### config.mk
export PLATFORM = sky130hd
export DESIGN_NAME = sample_acquisition_az_multi_flat
export DESIGN_NICKNAME = d
export VERILOG_FILES = /design/src/rtl/sample_acquisition_az_multi_if.sv /design/src/rtl/sample_acquisition_az_multi.sv /design/src/flat_wrapper.sv
export SDC_FILE = /design/constraint.sdc
export NUM_CORES = 1
export LEC_CHECK = 0
export ABC_AREA = 1
export CAP_MARGIN = 20
export CORE_MARGIN = 2
export CORE_UTILIZATION = 45
export CTS_BUF_LIST = sky130_fd_sc_hd__clkbuf_8
export DETAILED_ROUTE_END_ITERATION = 16
export GPL_TIMING_DRIVEN = 1
export PLACE_DENSITY = 0.8
export SYNTH_ARGS = -nofsm -noshare
export SYNTH_HDL_FRONTEND = slang
export SYNTH_SLANG_ARGS = --single-unit
### constraint.sdc
create_clock -name clk -period 1.8 [get_ports clk]
set_input_delay 0.18 -clock clk [delete_from_list [all_inputs] [get_ports clk]]
set_output_delay 0.18 -clock clk [all_outputs]
set_load 0.01 [all_outputs]
### src/rtl/sample_acquisition_az_multi_if.sv
// ADC measurement handshake: trigger out to the converter, done pulse back.
interface sample_acquisition_az_multi_if;
    logic adc_measure_trig_o;
    logic adc_measure_valid_i;

    modport master (output adc_measure_trig_o, input adc_measure_valid_i);
    modport slave  (input adc_measure_trig_o, output adc_measure_valid_i);
endinterface

### src/rtl/sample_acquisition_az_multi.sv
// Multi-channel autozero acquisition sequencer. Walks the active hi-side azmux
// channels, optionally pairing each hi sample with a lo (AZ) sample, with a
// precharge settle phase ahead of every ADC trigger.
module sample_acquisition_az_multi #(
    parameter int NCHAN   = 4,
    parameter int AZMUX_W = 4,
    parameter int PC_W    = 2,
    parameter int CNT_W   = 24,
    parameter int IDX_W   = 2
) (
    input  logic                       clk,
    input  logic                       reset,
    sample_acquisition_az_multi_if.master adc,
    input  logic                       arm_trigger_i,
    input  logic                       az_enable_i,
    input  logic [AZMUX_W-1:0]         p_azmux_lo_val_i,
    input  logic [NCHAN*AZMUX_W-1:0]   p_azmux_hi_vals_i,
    input  logic [IDX_W:0]             p_chan_count_i,
    input  logic [PC_W-1:0]            p_sw_pc_ctl_hi_val_i,
    input  logic [CNT_W-1:0]           p_clk_count_precharge_i,
    output logic [AZMUX_W-1:0]         azmux_o,
    output logic [PC_W-1:0]            sw_pc_ctl_o,
    output logic [IDX_W-1:0]           chan_idx_o,
    output logic [2:0]                 status_o,
    output logic                       led0_o,
    output logic [1:0]                 monitor_o
);
    localparam int NSLOT = 1 << IDX_W;
    localparam logic [IDX_W:0] NCHAN_C = (IDX_W+1)'(NCHAN);

    typedef enum logic [2:0] {IDLE, HI_PC, HI_MEAS, LO_PC, LO_MEAS, NEXT} state_t;

    state_t             state, state_n;
    logic [CNT_W-1:0]   cnt, cnt_n;
    logic [IDX_W:0]     count_q, count_n, eff_cnt;
    logic               az_q, az_n;
    logic [IDX_W-1:0]   chan_n;
    logic [AZMUX_W-1:0] azmux_n;
    logic [PC_W-1:0]    swpc_n;
    logic               trig_q, trig_n, tog_q, tog_n, led_n;
    logic               last_chan, running, phase_lo, valid_ok;
    logic [AZMUX_W-1:0] hi_arr [NSLOT];

    // Unpack the live hi-side values; slots past NCHAN read as 0.
    genvar k;
    for (k = 0; k < NSLOT; k++) begin : g_hi
        if (k < NCHAN) begin : g_used
            assign hi_arr[k] = p_azmux_hi_vals_i[k*AZMUX_W +: AZMUX_W];
        end else begin : g_pad
            assign hi_arr[k] = '0;
        end
    end

    // Effective channel count: 0 means one channel, anything above NCHAN clamps.
    always_comb begin
        eff_cnt = count_q;
        if (count_q == '0)
            eff_cnt = {{IDX_W{1'b0}}, 1'b1};
        else if (count_q > NCHAN_C)
            eff_cnt = NCHAN_C;
    end

    assign last_chan = ({1'b0, chan_idx_o} == (eff_cnt - 1'b1));
    // A done pulse coinciding with our own trigger belongs to no conversion of ours.
    assign valid_ok  = adc.adc_measure_valid_i && !trig_q;
    assign running   = (state != IDLE);
    assign phase_lo  = (state == LO_PC) || (state == LO_MEAS);

    assign adc.adc_measure_trig_o = trig_q;
    assign status_o  = {tog_q, phase_lo, running};
    assign monitor_o = {trig_q, phase_lo};

    // Next-state and next-output decode; outputs are registered so reset drives them to 0.
    always_comb begin
        state_n = state;
        cnt_n   = cnt;
        count_n = count_q;
        az_n    = az_q;
        chan_n  = chan_idx_o;
        azmux_n = azmux_o;
        swpc_n  = sw_pc_ctl_o;
        trig_n  = 1'b0;
        tog_n   = tog_q;
        led_n   = led0_o;
        case (state)
            IDLE: begin
                azmux_n = p_azmux_lo_val_i;
                swpc_n  = '0;
                if (arm_trigger_i) begin
                    count_n = p_chan_count_i;
                    az_n    = az_enable_i;
                    chan_n  = '0;
                    cnt_n   = p_clk_count_precharge_i;
                    azmux_n = hi_arr[0];
                    state_n = HI_PC;
                end
            end
            HI_PC: begin
                azmux_n = hi_arr[chan_idx_o];
                swpc_n  = '0;
                if (cnt == '0) begin
                    swpc_n  = p_sw_pc_ctl_hi_val_i;
                    trig_n  = 1'b1;
                    state_n = HI_MEAS;
                end else begin
                    cnt_n = cnt - 1'b1;
                end
            end
            HI_MEAS: begin
                if (valid_ok) begin
                    if (az_q) begin
                        cnt_n   = p_clk_count_precharge_i;
                        azmux_n = p_azmux_lo_val_i;
                        swpc_n  = '0;
                        state_n = LO_PC;
                    end else begin
                        state_n = NEXT;
                    end
                end
            end
            LO_PC: begin
                azmux_n = p_azmux_lo_val_i;
                swpc_n  = '0;
                if (cnt == '0) begin
                    trig_n  = 1'b1;
                    state_n = LO_MEAS;
                end else begin
                    cnt_n = cnt - 1'b1;
                end
            end
            LO_MEAS: begin
                if (valid_ok) state_n = NEXT;
            end
            NEXT: begin
                tog_n = ~tog_q;
                if (last_chan) begin
                    chan_n = '0;
                    led_n  = ~led0_o;
                end else begin
                    chan_n = chan_idx_o + 1'b1;
                end
                if (arm_trigger_i) begin
                    cnt_n   = p_clk_count_precharge_i;
                    azmux_n = hi_arr[chan_n];
                    swpc_n  = '0;
                    state_n = HI_PC;
                end else begin
                    state_n = IDLE;
                end
            end
            default: state_n = IDLE;
        endcase
    end

    // State, counter, latched parameters and registered outputs.
    always_ff @(posedge clk or posedge reset) begin
        if (reset) begin
            state       <= IDLE;
            cnt         <= '0;
            count_q     <= '0;
            az_q        <= 1'b0;
            chan_idx_o  <= '0;
            azmux_o     <= '0;
            sw_pc_ctl_o <= '0;
            trig_q      <= 1'b0;
            tog_q       <= 1'b0;
            led0_o      <= 1'b0;
        end else begin
            state       <= state_n;
            cnt         <= cnt_n;
            count_q     <= count_n;
            az_q        <= az_n;
            chan_idx_o  <= chan_n;
            azmux_o     <= azmux_n;
            sw_pc_ctl_o <= swpc_n;
            trig_q      <= trig_n;
            tog_q       <= tog_n;
            led0_o      <= led_n;
        end
    end
endmodule

### src/flat_wrapper.sv
// flat-port wrapper written by rule: the top's interface ports become plain ports
module sample_acquisition_az_multi_flat 
#(
    parameter int NCHAN   = 4,
    parameter int AZMUX_W = 4,
    parameter int PC_W    = 2,
    parameter int CNT_W   = 24,
    parameter int IDX_W   = 2
)
  (clk, reset, arm_trigger_i, az_enable_i, p_azmux_lo_val_i, p_azmux_hi_vals_i, p_chan_count_i, p_sw_pc_ctl_hi_val_i, p_clk_count_precharge_i, azmux_o, sw_pc_ctl_o, chan_idx_o, status_o, led0_o, monitor_o, adc_adc_measure_trig_o, adc_adc_measure_valid_i);
  sample_acquisition_az_multi_if adc_i ();
  input  logic clk;
  input  logic reset;
  input  logic arm_trigger_i;
  input  logic az_enable_i;
  input  logic [AZMUX_W-1:0] p_azmux_lo_val_i;
  input  logic [NCHAN*AZMUX_W-1:0] p_azmux_hi_vals_i;
  input  logic [IDX_W:0] p_chan_count_i;
  input  logic [PC_W-1:0] p_sw_pc_ctl_hi_val_i;
  input  logic [CNT_W-1:0] p_clk_count_precharge_i;
  output logic [AZMUX_W-1:0] azmux_o;
  output logic [PC_W-1:0] sw_pc_ctl_o;
  output logic [IDX_W-1:0] chan_idx_o;
  output logic [2:0] status_o;
  output logic led0_o;
  output logic [1:0] monitor_o;
  output wire logic [$bits(adc_i.adc_measure_trig_o)-1:0] adc_adc_measure_trig_o;
  input wire logic [$bits(adc_i.adc_measure_valid_i)-1:0] adc_adc_measure_valid_i;
  assign adc_adc_measure_trig_o = adc_i.adc_measure_trig_o;
  assign adc_i.adc_measure_valid_i = adc_adc_measure_valid_i;
  sample_acquisition_az_multi #(.NCHAN(NCHAN), .AZMUX_W(AZMUX_W), .PC_W(PC_W), .CNT_W(CNT_W), .IDX_W(IDX_W)) u_core (.clk(clk), .reset(reset), .adc(adc_i), .arm_trigger_i(arm_trigger_i), .az_enable_i(az_enable_i), .p_azmux_lo_val_i(p_azmux_lo_val_i), .p_azmux_hi_vals_i(p_azmux_hi_vals_i), .p_chan_count_i(p_chan_count_i), .p_sw_pc_ctl_hi_val_i(p_sw_pc_ctl_hi_val_i), .p_clk_count_precharge_i(p_clk_count_precharge_i), .azmux_o(azmux_o), .sw_pc_ctl_o(sw_pc_ctl_o), .chan_idx_o(chan_idx_o), .status_o(status_o), .led0_o(led0_o), .monitor_o(monitor_o));
endmodule
Yosys cells after proc, flatten, opt, wreduce, memory -nomap -nowiden. Index checks and enable logic that the tools add are counted. W data, S select, Z words.

Register bits after elaboration: 42. Word-level logic and storage cells: 92.

Add/sub/neg operators: 3. Magnitude comparators: 3. Eq/ne operators: 15. Multiplexer cells: 36. Bitwise operators: 4. Reductions and logical operators: 21.

Operators by type and width (count): $mux W24 (4); $pmux W24 S3 (1); $mux W4 (8); $logic_not A24 Y1 (1); $mux W3 (8); $sub A24 B1 Y24 const B (1); $pmux W4 S5 (1); $pmux W3 S6 (1); $bmux W4 S2 (2); $mux W2 (6); $ne A2 B1 Y1 const B (5); $reduce_and A5 Y1 (2); $ne A2 B2 Y1 const B (4); $pmux W2 S4 (1); $reduce_and A4 Y1 (2); $eq A3 B2 Y1 const B (2); $eq A3 B3 Y1 const B (2); $ge A3 B3 Y1 const B (2); $logic_not A3 Y1 (2); $not A2 Y3 (2); $reduce_and A2 Y1 (3); $reduce_bool A3 Y1 (2); $reduce_or A2 Y1 (3); $reduce_bool A5 Y1 (1); 13 further kinds (16).

Longest topological paths before layout.
Word-level depth: 13. Gate-level depth with buffers: 17.

Worst setup path before layout. Ideal clock, no wire load.

Path kind: reg2reg. Start: register u_core.count_q[2]. End: register u_core.azmux_o[0]. Library setup time: 0.113 ns. Arrival time: 1.674 ns. Required time: 1.687 ns. Slack: 0.013 ns. Cell stages (with the launch flop): 17. Buffers on the path: 1. Period minus slack after synthesis: 1.787 ns. Cells stage by stage: dfrtp_1 -> inv_1 -> nand2_1 -> ha_1 -> inv_1 -> nand2_1 -> nand2_1 -> nor2_1 -> nand2_1 -> buf_2 -> nand2_1 -> nand3_1 -> nand2_1 -> nand2_1 -> nand3_1 -> nand2_1 -> inv_1.

Word-level cells in the longest chain between the ends: 13. Elaborated cells between the ends (all ways): 14.

RTL lines: from (decl) (line sample_acquisition_az_multi.sv:35) `logic [IDX_W:0] count_q, count_n, eff_cnt;`; from (signal assigned) (line sample_acquisition_az_multi.sv:171) `count_q <= count_n;`; $gt A3 B3 Y1 (line sample_acquisition_az_multi.sv:59) `else if (count_q > NCHAN_C)`; $mux W3 (line sample_acquisition_az_multi.sv:59); $mux W3 (*) (line sample_acquisition_az_multi.sv:57) `if (count_q == '0)`; $sub A3 B1 Y3 (*) (line sample_acquisition_az_multi.sv:63) `assign last_chan = ({1'b0, chan_idx_o} == (eff_cnt - 1'b1));`; $eq A2 B3 Y1 (*) (line sample_acquisition_az_multi.sv:63); $mux W2 (*) (line sample_acquisition_az_multi.sv:136) `if (last_chan) begin`; $mux W2 (*) (line sample_acquisition_az_multi.sv:85) `case (state)`; $not A2 Y3 (not written as such) (*) (line sample_acquisition_az_multi.sv:144) `azmux_n = hi_arr[chan_n];`; $bmux W4 S2 (*) (line sample_acquisition_az_multi.sv:144); $mux W4 (not written as such) (*) (2 in series) (line sample_acquisition_az_multi.sv:144); $mux W4 (*) (line sample_acquisition_az_multi.sv:142) `if (arm_trigger_i) begin`; $pmux W4 S5 (*) (line sample_acquisition_az_multi.sv:85); to (signal assigned) (line sample_acquisition_az_multi.sv:174) `azmux_o <= azmux_n;`; to (decl) (line sample_acquisition_az_multi.sv:21) `output logic [AZMUX_W-1:0] azmux_o,`.

Mark *: on every way between the ends. The rest lies on a longest branch, timed or not. The select of a mux whose other input is x is not followed. A chain may end at the register's enable or synchronous reset.

Final worst setup path.
Start: register u_core.count_q[2]. End: register u_core.azmux_o[3].

The elaborated chain is that of the path after synthesis.

==> metrics <==
Slew Limit Fails=0; worst slew pin tran=0.5716 ns; H-Tree Depth=2; period utilization=103.7%; status=finished, violations left; clk slew on worst S/H paths=0.08 ns; vias in the first global route=3,264; most common cell in the netlist=nand2_1; root buf cell=clkbuf_8; global route overflow=0; Critical Path Sink=u_core.azmux_o[3]; Synthesis Warnings=0; Synth area leaders=dfrtp_1 (33%), nand2_1 (14%), nor2_1 (7.6%); total track usage=between 20% and 30%; clock sinks=42; syn avg cell area=6.917 µm²; Via density=5.095; Crit Path Category=register to register; layout cells sized above 1=23.77%; synthesized area=3168 µm²; Reg power frac=49.1%; Mapped Cells=458; Iter 0 DRT Violations=212; failing checks=negative setup slack; hold_ws=around 0.31 ns; fmax=about 540 MHz; worst reg2reg path depth=16; first-pass GRT wire length=14,400 µm; dpl hpwl=about 6400 µm; ANT nets after route=0; die width=between 80 and 90 µm; Worst R2R Start=u_core.count_q[2]; worst skew pair latency=0.30 ns; CP Capture Type=register; R2R Path End=u_core.azmux_o[3]; cell taking the most area after synthesis=dfrtp_1; internal power=between 1.5 and 2 mW; WL per Instance=approximately 14 µm; # hold bufs at CTS=0; Critical Path AT=about 2.1 ns; dpl cells=637; required time of the critical path=2.00 ns; area delta synth->final=43.48%; min setup slack post-route=-0.06703 ns; flops & latches, synth=42; antenna violations before repair=0; Vias=about 3,400; Rel. slew slack=61.89%; DRC errors left=0; Post-synth top cells=nand2_1 (121), nor2_1 (64), inv_1 (60); CTS Buf Count=5; post-synth cell types=39; total wire length=9172 µm; # diodes=0; Final Critical Period=1.867 ns; R2R setup slack=-0.07 ns; Post-synth EDFFs=0; Psw=0.4183 mW; Most used DFF post-synth=dfrtp_1; die height=87.91 µm; number of detailed-route iterations in the first pass=5; pwr dens=425.8 nW/µm²; CP Max Fanout=5; Hold Violations, Final=0; I/O Buffers=a little under 70; Startpoint Class=register; Rows=30; CTS tree=yes; Worst setup startpoint=u_core.count_q[2]; die area=7727 µm²; post-layout net count=624; Seq/Total Area, Yosys=between 30% and 40%; Pwr Total=between 1.5 and 2 mW; Clock Power Share=40.7%; Peak supply drop=313.7 µV; asr flop ratio synth=100.0%; non-filler cells, final=664; syn_nets=514; unrepaired setup endpoints after global routing=yes; CTS Buffer Depth=2; Post-Route Skew=roughly 0.0070 ns; area fraction of the dominant cell type after synthesis=33.18%; switching portion of total power=21.61%; Starting Density=46.63%; routability congestion estimate=0.9631; Max Cap Violations=0; pin count of the biggest net entering global routing=between 40 and 50; core area=6794 µm²; Final setup viols=4; Leakage=2.233 nW; Gate power share=10.2%; hold crit path type=input pin to async pin; boundary pin count=between 60 and 70
==> state kept, by name (all words and copies together), names as in the netlist <==
signal,cells
u_core.led0_o,1
u_core.az_q,1
u_core.sw_pc_ctl_o,2
u_core.chan_idx_o,2
u_core.count_q,3
u_core.tog_q,1
u_core.state,3
u_core.cnt,24
u_core.adc.adc_measure_trig_o,1
u_core.azmux_o,4
==> logic make-up after synthesis <==
family	synth area share, %
AOI/OAI and AO/OA	15.17
xor gates and xnor gates	2.765
adders and majority gates	0.7898
buffers and inverters	11.02
DFF	33.18
muxes	2.291
and+or+nand+nor	34.79
==> area by class of cell <==
cell class,instances,area [µm²]
fill,580,2248
tap,96,120.1
clock inverter,1,30.03
timing repair buffer,118,1086
clock buffer,6,82.58
multi-input combinational,339,1939
sequential,42,1052
inverter,62,235.2
==> per-layer routing <==
layer | up-vias | wire, µm | global-route usage (%) | part of all wire [%]
met3 | 14 | 551 | 3.676 | 6.0
li1 | 1685 | - | - | -
met1 | 1551 | 3855 | 29.22 | 42
met2 | 133 | 4631 | 41.53 | 50
met4 | 0 | 133 | 7.832 | 1.5
met5 | - | 0 | 0 | 0
==> stage by stage <==
stage	setup TNS [ns]	area (µm²)	worst slack, ns	util (%)
after global routing	-0.7981	4546	-0.1993	66.91
final	-0.2174	4546	-0.06703	66.91
after detailed placement	-0.7215	4110	-0.1981	60.50
after floorplan	0	3168	0.01274	-
after CTS	-0.1027	4293	-0.04781	63.19
after global placement	-0.3032	4110	-0.08128	60.50
==> placed cells by master, fill, tap and decap left out, types with 5 or more instances in the layout <==
cell and n:
xor2_1 7, clkbuf_8 6, or2_2 8, inv_1 55, dfrtp_1 41, nand2_1 110
nor2_1 56, buf_4 44, nor2_2 9, inv_2 6, nand3_1 28, o22ai_1 9
o21ai_1 6, o21ai_0 22, nor2_4 8, mux2i_1 5, o21ai_2 12, clkdlybuf4s50_1 65
nand2_2 11, a21oi_1 6, nand2_4 6
==> power by group through the flow <==
stage          sequential (mW)  combinational (mW)  clock (mW)
6_report                 0.950               0.197       0.789
5_1_grt                  0.950               0.212       0.828
4_1_cts                  0.950               0.193       0.799
3_5_place_dp             0.969               0.191           0
3_3_place_gp             0.969               0.192           0
2_1_floorplan            0.970              0.0401           0
==> worst max-delay path: stages, from the launching register on <==
cell	delay (ns)
dfrtp_1	0.41
inv_2	0.12
nand2_2	0.08
ha_4	0.26
inv_2	0.02
nand2_1	0.06
nand2_2	0.06
nor2_4	0.12
nand2_4	0.10
nand2_4	0.11
nand2_2	0.07
nand3_2	0.06
nand2_1	0.05
nand2_1	0.06
nand3_1	0.06
nand2_1	0.07
inv_1	0.04
==> what timing repair did <==
item	CTS	global route
resized for setup	12	45
setup endpoints to repair	12	33
cloned	1	1
setup buffers	7	11
pin swaps	7	16
==> worst min path at each step <==
stage                              to  slack, ns  cells after the start
floorplan              u_core.cnt[19]       0.33                      2
global placement        u_core.led0_o       0.46                      1
detailed placement      u_core.led0_o       0.46                      1
CTS                     u_core.cnt[3]       0.33                      3
global route        u_core.count_q[0]       0.39                      3
finish              u_core.count_q[0]       0.31                      3
(Power assumes the default switching activity.)
